==> config.mk <==
export PLATFORM = sky130hd
export DESIGN_NAME = ntt_addr_gen_flat
export DESIGN_NICKNAME = d
export VERILOG_FILES = /design/src/rtl/ntt_addr_gen_if.sv /design/src/rtl/ntt_addr_gen.sv /design/src/flat_wrapper.sv
export SDC_FILE = /design/constraint.sdc
export NUM_CORES = 1
export LEC_CHECK = 0
export ABC_AREA = 1
export CORE_MARGIN = 2
export CORE_UTILIZATION = 45
export DETAILED_ROUTE_END_ITERATION = 10
export GPL_ROUTABILITY_DRIVEN = 0
export PLACE_DENSITY = 0.77
export SLEW_MARGIN = 20
export SYNTH_ARGS = -nofsm -noshare
export SYNTH_HDL_FRONTEND = slang
export SYNTH_SLANG_ARGS = --single-unit
==> constraint.sdc <==
create_clock -name clk -period 3.7 [get_ports clk]
set_input_delay 0.74 -clock clk [delete_from_list [all_inputs] [get_ports clk]]
set_output_delay 0.74 -clock clk [all_outputs]
set_load 0.1 [all_outputs]
==> src/rtl/ntt_addr_gen_if.sv <==
// Issue-side bundle between the NTT address generator and the bank input crossbar.
interface ntt_addr_gen_if;
  logic       start;
  logic       stall;
  logic [6:0] b0;
  logic [6:0] b1;
  logic [6:0] b2;
  logic [6:0] b3;
  logic [1:0] sel_a_0;
  logic [1:0] sel_a_1;
  logic [1:0] sel_a_2;
  logic [1:0] sel_a_3;
  logic [3:0] stage;
  logic       valid;
  logic       busy;
  logic       done;

  modport master (
    input  start, stall,
    output b0, b1, b2, b3, sel_a_0, sel_a_1, sel_a_2, sel_a_3, stage, valid, busy, done
  );

  modport slave (
    output start, stall,
    input  b0, b1, b2, b3, sel_a_0, sel_a_1, sel_a_2, sel_a_3, stage, valid, busy, done
  );
endinterface

==> src/rtl/ntt_addr_gen.sv <==
// Conflict-free bank address / bank-select sequencer for a 4-bank, 512-point radix-2 NTT.
// Walks 9 stages x 128 butterfly pairs, with a drain gap between stages and stall hold.
module ntt_addr_gen #(
  parameter int GAP = 4
) (
  input  logic           clk,
  input  logic           rst,
  ntt_addr_gen_if.master bus
);
  typedef enum logic [1:0] {S_IDLE, S_RUN, S_GAP, S_DONE} state_t;

  localparam logic [3:0] GAP_LAST   = 4'((GAP == 0) ? 0 : GAP - 1);
  localparam logic [3:0] LAST_STAGE = 4'd8;
  localparam logic [6:0] LAST_CYCLE = 7'd127;

  state_t     state, state_nxt;
  logic [3:0] s_q, s_nxt;
  logic [6:0] c_q, c_nxt;
  logic [3:0] g_q, g_nxt;
  logic       emit;

  logic [8:0] i0_p0, i1_p0, d_p0;
  logic [8:0] lane_p0 [4];
  logic [1:0] sel_p0  [4];

  logic [6:0] b_p1   [4];
  logic [1:0] sel_p1 [4];
  logic [3:0] stage_p1;
  logic       vld_p1, busy_p1, done_p1;

  // Spread j around a zero at bit s: the low s bits stay, the rest shift up by one.
  function automatic logic [8:0] insert_zero(input logic [7:0] j, input logic [3:0] s);
    logic [8:0] jx, mask;
    jx   = {1'b0, j};
    mask = (9'd1 << s) - 9'd1;
    return ((jx & ~mask) << 1) | (jx & mask);
  endfunction

  function automatic logic [1:0] bank_of(input logic [8:0] x);
    return {x[0], ^x};
  endfunction

  function automatic logic [6:0] addr_of(input logic [8:0] x);
    return x[8:2];
  endfunction

  always_comb begin : fsm_next
    state_nxt = state;
    s_nxt     = s_q;
    c_nxt     = c_q;
    g_nxt     = g_q;
    emit      = 1'b0;
    case (state)
      // done_p1 still high means we are in the done cycle; start is not yet accepted.
      S_IDLE: if (bus.start && !done_p1) begin
        state_nxt = S_RUN;
        s_nxt     = 4'd0;
        c_nxt     = 7'd0;
        g_nxt     = 4'd0;
      end
      S_RUN: if (!bus.stall) begin
        emit  = 1'b1;
        c_nxt = c_q + 7'd1;
        if (c_q == LAST_CYCLE) begin
          if (s_q == LAST_STAGE) begin
            state_nxt = S_DONE;
          end else begin
            s_nxt     = s_q + 4'd1;
            c_nxt     = 7'd0;
            g_nxt     = 4'd0;
            state_nxt = (GAP == 0) ? S_RUN : S_GAP;
          end
        end
      end
      S_GAP: begin
        if (g_q == GAP_LAST) begin
          g_nxt     = 4'd0;
          state_nxt = S_RUN;
        end else begin
          g_nxt = g_q + 4'd1;
        end
      end
      S_DONE:  state_nxt = S_IDLE;
      default: state_nxt = S_IDLE;
    endcase
  end

  always_ff @(posedge clk or negedge rst) begin : fsm_state
    if (!rst) begin
      state <= S_IDLE;
      s_q   <= 4'd0;
      c_q   <= 7'd0;
      g_q   <= 4'd0;
    end else begin
      state <= state_nxt;
      s_q   <= s_nxt;
      c_q   <= c_nxt;
      g_q   <= g_nxt;
    end
  end

  // p0: lane indices for butterfly pair (s, c) and the inverse bank permutation
  assign i0_p0 = insert_zero({c_q, 1'b0}, s_q);
  assign i1_p0 = insert_zero({c_q, 1'b1}, s_q);
  assign d_p0  = 9'd1 << s_q;

  always_comb begin : lane_map
    lane_p0[0] = i0_p0;
    lane_p0[1] = i0_p0 + d_p0;
    lane_p0[2] = i1_p0;
    lane_p0[3] = i1_p0 + d_p0;
    for (int k = 0; k < 4; k++) begin
      sel_p0[k] = 2'd0;
      for (int l = 0; l < 4; l++) begin
        if (bank_of(lane_p0[l]) == 2'(k)) sel_p0[k] = 2'(l);
      end
    end
  end

  // p1: registered outputs; payload only advances on an emission so stalls and gaps hold it
  always_ff @(posedge clk or negedge rst) begin : out_regs
    if (!rst) begin
      vld_p1   <= 1'b0;
      busy_p1  <= 1'b0;
      done_p1  <= 1'b0;
      stage_p1 <= 4'd0;
      for (int l = 0; l < 4; l++) begin
        b_p1[l]   <= 7'd0;
        sel_p1[l] <= 2'd0;
      end
    end else begin
      vld_p1  <= emit;
      busy_p1 <= (state_nxt != S_IDLE) || (state == S_DONE);
      done_p1 <= (state == S_DONE);
      if (emit) begin
        stage_p1 <= s_q;
        for (int l = 0; l < 4; l++) begin
          b_p1[l]   <= addr_of(lane_p0[l]);
          sel_p1[l] <= sel_p0[l];
        end
      end
    end
  end

  assign bus.b0      = b_p1[0];
  assign bus.b1      = b_p1[1];
  assign bus.b2      = b_p1[2];
  assign bus.b3      = b_p1[3];
  assign bus.sel_a_0 = sel_p1[0];
  assign bus.sel_a_1 = sel_p1[1];
  assign bus.sel_a_2 = sel_p1[2];
  assign bus.sel_a_3 = sel_p1[3];
  assign bus.stage   = stage_p1;
  assign bus.valid   = vld_p1;
  assign bus.busy    = busy_p1;
  assign bus.done    = done_p1;
endmodule

==> src/flat_wrapper.sv <==
// flat-port wrapper written by rule: the top's interface ports become plain ports
module ntt_addr_gen_flat 
#(
  parameter int GAP = 4
)
  (clk, rst, bus_start, bus_stall, bus_b0, bus_b1, bus_b2, bus_b3, bus_sel_a_0, bus_sel_a_1, bus_sel_a_2, bus_sel_a_3, bus_stage, bus_valid, bus_busy, bus_done);
  ntt_addr_gen_if bus_i ();
  input  logic clk;
  input  logic rst;
  input wire logic [$bits(bus_i.start)-1:0] bus_start;
  input wire logic [$bits(bus_i.stall)-1:0] bus_stall;
  output wire logic [$bits(bus_i.b0)-1:0] bus_b0;
  output wire logic [$bits(bus_i.b1)-1:0] bus_b1;
  output wire logic [$bits(bus_i.b2)-1:0] bus_b2;
  output wire logic [$bits(bus_i.b3)-1:0] bus_b3;
  output wire logic [$bits(bus_i.sel_a_0)-1:0] bus_sel_a_0;
  output wire logic [$bits(bus_i.sel_a_1)-1:0] bus_sel_a_1;
  output wire logic [$bits(bus_i.sel_a_2)-1:0] bus_sel_a_2;
  output wire logic [$bits(bus_i.sel_a_3)-1:0] bus_sel_a_3;
  output wire logic [$bits(bus_i.stage)-1:0] bus_stage;
  output wire logic [$bits(bus_i.valid)-1:0] bus_valid;
  output wire logic [$bits(bus_i.busy)-1:0] bus_busy;
  output wire logic [$bits(bus_i.done)-1:0] bus_done;
  assign bus_i.start = bus_start;
  assign bus_i.stall = bus_stall;
  assign bus_b0 = bus_i.b0;
  assign bus_b1 = bus_i.b1;
  assign bus_b2 = bus_i.b2;
  assign bus_b3 = bus_i.b3;
  assign bus_sel_a_0 = bus_i.sel_a_0;
  assign bus_sel_a_1 = bus_i.sel_a_1;
  assign bus_sel_a_2 = bus_i.sel_a_2;
  assign bus_sel_a_3 = bus_i.sel_a_3;
  assign bus_stage = bus_i.stage;
  assign bus_valid = bus_i.valid;
  assign bus_busy = bus_i.busy;
  assign bus_done = bus_i.done;
  ntt_addr_gen #(.GAP(GAP)) u_core (.clk(clk), .rst(rst), .bus(bus_i));
endmodule
* After elaboration in Yosys (flattened, before gate mapping)
Index checks and enable logic that the tools add are counted.
** Storage, ports and cells
- Word-level logic and storage cells :: 100
- Memories :: 0
- Bits of input ports :: 4
- Flip-flop bits (word level) :: 60
- RAM bits :: 0
- Bits in read-only memories :: 0
- Latch bits :: 0
- Output and inout bits :: 43
** Operators by class
- Mux-type cells :: 35
- Shift-type cells :: 1
- Add/sub/neg operators :: 6
- Divide/modulo/power cells :: 0
- Bitwise gates (word level) :: 7
- Equal/unequal tests :: 19
- $mul :: 0
- $lt $le $gt $ge :: 0
- Reduce and logical (&&, ||, !) cells :: 16
** Operators by type and width (count)
- $mux 4 :: 8
- $mux 7 :: 4
- $reduce_xor 9->1 :: 3
- $mux 2 :: 12
- $add 9x9->9 :: 2
- $and 8x9->9 :: 2
- $or 9x9->9 :: 2
- $and 8x8->8 :: 2
- $eq 2x2->1 const B :: 8
- $pmux 7 s2 :: 1
- $pmux 4 s3 :: 1
- $reduce_and 5->1 :: 2
- $shl 1x4->9 const A :: 1
- $sub 9x1->9 const B :: 1
- $add 4x1->4 const B :: 2
- $eq 2x1->1 const B :: 4
- $logic_not 2->1 :: 4
- $not 8->8 :: 1
- $pmux 2 s4 :: 1
- $pmux 4 s2 :: 1
- $add 7x1->7 const B :: 1
- $eq 7x7->1 const B :: 1
- $mux 1 :: 7
- $eq 4x2->1 const B :: 1
- 9 further kinds :: 12

* Longest topological paths before layout
Gate-level depths: netlist of run 1.
- Word-level depth :: 11
- Mapped depth :: 29

* Least setup slack after synthesis of run 1
OpenSTA, ideal clock, no wires.
- Path type :: register -> register
- From :: register u_core.s_q[0]
- To :: register u_core.sel_p1 (netlist bit u_core.bus.sel_a_2[0])
- Cell stages (with the launch flop) :: 27
- Library setup time :: 0.127 ns
- Period minus slack after synthesis :: 3.121 ns
- Path buffers :: 1
- Arrival :: 2.994 ns
- Slack :: 0.579 ns
- Cells stage by stage :: dfrtp_1 -> inv_1 -> ha_1 -> nand2_4 -> ha_1 -> inv_1 -> nand3_1 -> nand3_1 -> nand2_1 -> ha_1 -> buf_2 -> nand2_1 -> nand2_1 -> inv_1 -> nor2_1 -> nor2_1 -> nand2_1 -> nand2_1 -> nand2_1 -> nand2_1 -> nand2_1 -> nand2_1 -> nand2_1 -> nand2_1 -> nand3_1 -> nand3_1 -> nand3_1
** Between the ends
- Longest elaborated chain between the ends :: 11
- Elaborated cells between the ends (all ways) :: 20
** Ends and longest elaborated chain
- start, declared :: line ntt_addr_gen.sv:17 : logic [3:0] s_q, s_nxt;
- start signal, assigned :: line ntt_addr_gen.sv:96 : s_q <= s_nxt;
- $shl 1x4->9 (*) :: line ntt_addr_gen.sv:35 : mask = (9'd1 << s) - 9'd1;
- $sub 9x1->9 (*) :: line ntt_addr_gen.sv:35
- $not 8->8 :: line ntt_addr_gen.sv:36 : return ((jx & ~mask) << 1) | (jx & mask);
- $and 8x8->8 :: line ntt_addr_gen.sv:36
- $or 9x9->9 (*) :: line ntt_addr_gen.sv:36
- via u_core.i0_p0[3] :: line ntt_addr_gen.sv:22 : logic [8:0] i0_p0, i1_p0, d_p0;
- $add 9x9->9 (*) :: line ntt_addr_gen.sv:109 : lane_p0[1] = i0_p0 + d_p0;
- $reduce_xor 9->1 (*) :: line ntt_addr_gen.sv:40 : return {x[0], ^x};
- $eq 2x2->1 (*) :: line ntt_addr_gen.sv:115 : if (bank_of(lane_p0[l]) == 2'(k)) sel_p0[k] = 2'(l);
- $mux 1 (*) :: line ntt_addr_gen.sv:115
- $mux 2 (*) (2 in series) :: line ntt_addr_gen.sv:115
- end signal, assigned by index :: line ntt_addr_gen.sv:139 : sel_p1[l] <= sel_p0[l];
- end, declared :: line ntt_addr_gen.sv:27 : logic [1:0] sel_p1 [4];
The timed path passes the listed nets; every way through them passes the cells marked *.
A chain may end at the register's enable or synchronous reset.

* Worst setup path after layout of run 1
Same ends and word-level chain as after synthesis.

==> summary.md, run 1 <==
| Metric | Value |
|---|---|
| Final setup viols | `0` |
| CP Capture Type | `flip-flop` |
| R2R setup slack | `0.30 ns` |
| Sequential fraction of the synthesis area | `0.364` |
| Startpoint types | `flip-flop` |
| Clk_skew | `0.00553 ns` |
| CTS Buffer Depth | `2` |
| Vias in the first global route | `3,294` |
| Layout cells sized above 1 | `0.112` |
| Delay-heaviest family, CP | `simple AND/OR/NAND/NOR gates` |
| H-tree depth | `2` |
| Top cell type by total area after synthesis | `dfrtp_1` |
| Slew @ Worst Pin | `0.979 ns` |
| Worst skew pair latency | `0.31 ns` |
| Yosys cell types | `35` |
| FMAX | `294 MHz` |
| DRC errors left | `0` |
| Floorplan core area | `7810 µm²` |
| Via count | `3,424` |
| Period utilization | `0.919` |
| CP Data Required Time | `3.90 ns` |
| Vias per cell | `5.15` |
| TritonCTS Buffers | `5` |
| Row Count | `32` |
| Clock root cell | `clkbuf_8` |
| TNS Setup | `0 ns` |
| Filler instances | `746` |
| Top-area cell type share of the netlist area | `0.364` |
| GRT Total Usage | `0.195` |
| Max-Cap Viols | `0` |
| Critical Path AT | `3.60 ns` |
| CTS Sinks | `53` |
| Clock transition at the registers of the reported paths | `0.09 ns` |
| Syn Nets | `537` |
| Slowest stage cell, crit path | `dfrtp_2` |
| Synth warn | `0` |
| Worst Setup Path Type | `flip-flop to flip-flop` |
| Post-synth ARST share | `1.00` |
| Wirelength, routed | `8370 µm` |
| Critical-path cell list | `buf_4 -> ha_4 -> nand2_2 -> ha_1 -> inv_2 -> nand2_1 -> nand3_1 -> nand2_1 -> inv_1 -> fa_1 -> xnor2_1 -> xor2_1 -> nand3_1 -> nand2_1 -> nand2_1 -> nand2_2 -> inv_2 -> nand2_1 -> nand3_1 -> nand3_1 -> nand3_1` |
| Final Critical Period | `3.40 ns` |
| Largest net degree at the start of global routing | `53` |
| Final core utilization | `0.556` |
| Fin. Hold Viols | `0` |
| Critical path startpoint | `u_core.s_q[0]$_DFFE_PN0P_` |
| Avg Inst Size Synth | `7.07 µm²` |
| Port-buffer cells | `46` |
| Worst r2r src | `u_core.s_q[0]$_DFFE_PN0P_` |
| Slew headroom | `0.345` |
| Initial antenna violation count | `0` |
| Routed len/inst | `12.6 µm` |
| Syn-to-layout area delta | `19.0%` |
| Mux contribution to synthesized area | `0` |
| Main synth FF type | `dfrtp_1` |
| Simple-gate share of the synthesized area | `0.375` |
| Seq cells post-synth | `53` |
| Syn Inst Count | `516` |
| Complex-gate fraction of the synthesized area | `0.0755` |
| Status | `finished, final reports clean` |
| Top cells by area, synth | `dfrtp_1 36%, nand2_1 17%, nand3_1 8.6%` |
| DP Wirelength | `6490 µm` |
| Hold_ws | `0.476 ns` |
| Post-synthesis adder-cell area fraction | `0.0624` |
| Largest family of logic cells by synthesized area | `simple AND/OR/NAND/NOR gates` |
| CTS tree | `done` |
| Worst hold-check path type | `primary input to asynchronous set/reset pin` |
| Die Wd | `94.0 µm` |
| Gr ovfl total | `0` |
| Final net count | `583` |
| First-pass GRT wire length | `14,000 µm` |
| ANT nets after route | `0` |
| Initial Util | `0.467` |
| Slowest stage delay, CP | `0.44 ns` |
| First-iteration detailed-routing DRC count | `212` |
| Die footprint | `8840 µm²` |
| CTS hold repair buffers | `0` |
| Xor and xnor area share after synthesis | `0.0209` |
| DRT Pass-1 Iters | `4` |
| Post-synth top cells | `167 x nand2_1, 67 x inv_1, 63 x nand3_1, 53 x dfrtp_1, 33 x o21ai_0` |
| Critical-path maximum fanout | `5` |
| Antenna diode count | `0` |
| Count of flip-flops with a built-in enable after synthesis | `0` |
| Synthesized area | `3650 µm²` |
| # IOs | `47` |
| Most common cell in the netlist | `nand2_1` |
| Vert. Die Dim | `94.0 µm` |
| Max Slew Vio Count | `0` |
| WP buf/inv | `4` |
==> cell type report <==
| cell class | instances | area [µm²] | area share |
|---|---|---|---|
| inverters | 73 | 277 | 0.0637 |
| well taps | 102 | 128 | 0.0294 |
| flip-flops and latches | 53 | 1330 | 0.306 |
| clock buffers | 6 | 72.6 | 0.0167 |
| clock inverters | 2 | 10.0 | 0.00231 |
| repair buffers | 54 | 515 | 0.119 |
| multi-input cells | 375 | 2010 | 0.463 |
==> worst register-to-register path: stages (launching register included) <==
cell and delay, ns:
dfrtp_2 0.44, buf_4 0.15, ha_4 0.17, nand2_2 0.13
ha_1 0.23, inv_2 0.08, nand2_1 0.07, nand3_1 0.06
nand2_1 0.19, inv_1 0.11, fa_1 0.43, xnor2_1 0.24
xor2_1 0.22, nand3_1 0.11, nand2_1 0.07, nand2_1 0.06
nand2_2 0.10, inv_2 0.04, nand2_1 0.08, nand3_1 0.11
nand3_1 0.12, nand3_1 0.07
==> worst paths after layout <==
kind / depth (start not counted) / endpoint
max in group asynchronous: 2 / u_core.s_q[0]$_DFFE_PN0P_
setup / recovery: 21 / u_core.bus.sel_a_2[0]$_DFFE_PN0P_
hold / removal: 1 / u_core.bus.stage[3]$_DFFE_PN0P_
setup reg to reg: 21 / u_core.bus.sel_a_2[0]$_DFFE_PN0P_
min in group clk: 2 / u_core.bus.b1[1]$_DFFE_PN0P_
hold reg to reg: 2 / u_core.bus.b1[1]$_DFFE_PN0P_
==> cell usage in the layout (no fill, tap or decap), types with 3 or more instances in the layout <==
cell             count
nand2_1            165
buf_4                8
nand4_1              5
nor2_4               3
nand3_2              9
nand2_2              8
inv_1               64
a21oi_1             11
ha_4                 4
ha_1                10
clkdlybuf4s50_1     45
nor2_1              26
xor2_1               4
nor3_1               8
o21ai_0             33
inv_2                7
clkbuf_8             5
nor2_2               5
dfrtp_1             51
nand3_1             63
nand2_4              4
==> per-stage QoR <==
| step | cells | worst slack [ns] | cell area (µm²) |
|---|---|---|---|
| detailed placement | 654 | 0.0444 | 4170 |
| global placement | 654 | 0.116 | 4170 |
| floorplan | 516 | 0.579 | 3650 |
| global route | 665 | -0.0000737 | 4340 |
| CTS | 662 | 0.0210 | 4250 |
| finish | 665 | 0.301 | 4340 |
==> logic make-up after synthesis <==
family          count (synthesis)
simple gates                  299
buf+inv                        88
flops                          53
compound gates                 52
fa+ha+maj                      17
xor+xnor                        7
==> metal layers <==
layer  vias up  part of all wire  GRT usage
li1       1725                 -          -
met1      1578              0.43      0.228
met2        94              0.49      0.344
met3        27             0.048     0.0369
met4         0             0.032     0.0882
met5         -                 0          0
==> sequential cells by signal, indices dropped and copies added, names as in the netlist, 4 cells and up <==
signal	count
u_core.bus.b1	7
u_core.bus.b2	6
u_core.bus.b3	7
u_core.bus.stage	4
u_core.c_q	7
u_core.g_q	4
u_core.s_q	4
==> what timing repair did <==
action / in CTS / in global routing
endpoints found under the setup margin: 0 / 6
setup buffers: 0 / 3
endpoints found under the hold margin: 0 / 0
resized for setup: 0 / 17
Power of run 1 is not shown: default switching activity piles up to over one toggle a cycle in this logic, so the estimate is an artifact.
==> inputs of run 2 (changes only) <==
--- a/config.mk
+++ b/config.mk
@@ -11,7 +11,7 @@
 export DETAILED_ROUTE_END_ITERATION = 10
 export GPL_ROUTABILITY_DRIVEN = 0
 export PLACE_DENSITY = 0.77
-export SLEW_MARGIN = 20
+export SLEW_MARGIN = 0
 export SYNTH_ARGS = -nofsm -noshare
 export SYNTH_HDL_FRONTEND = slang
 export SYNTH_SLANG_ARGS = --single-unit
==> results of run 2 <==
Final layout, timing and power as in run 1 (identical DEF).
Power of run 2 is left out for the same reason.
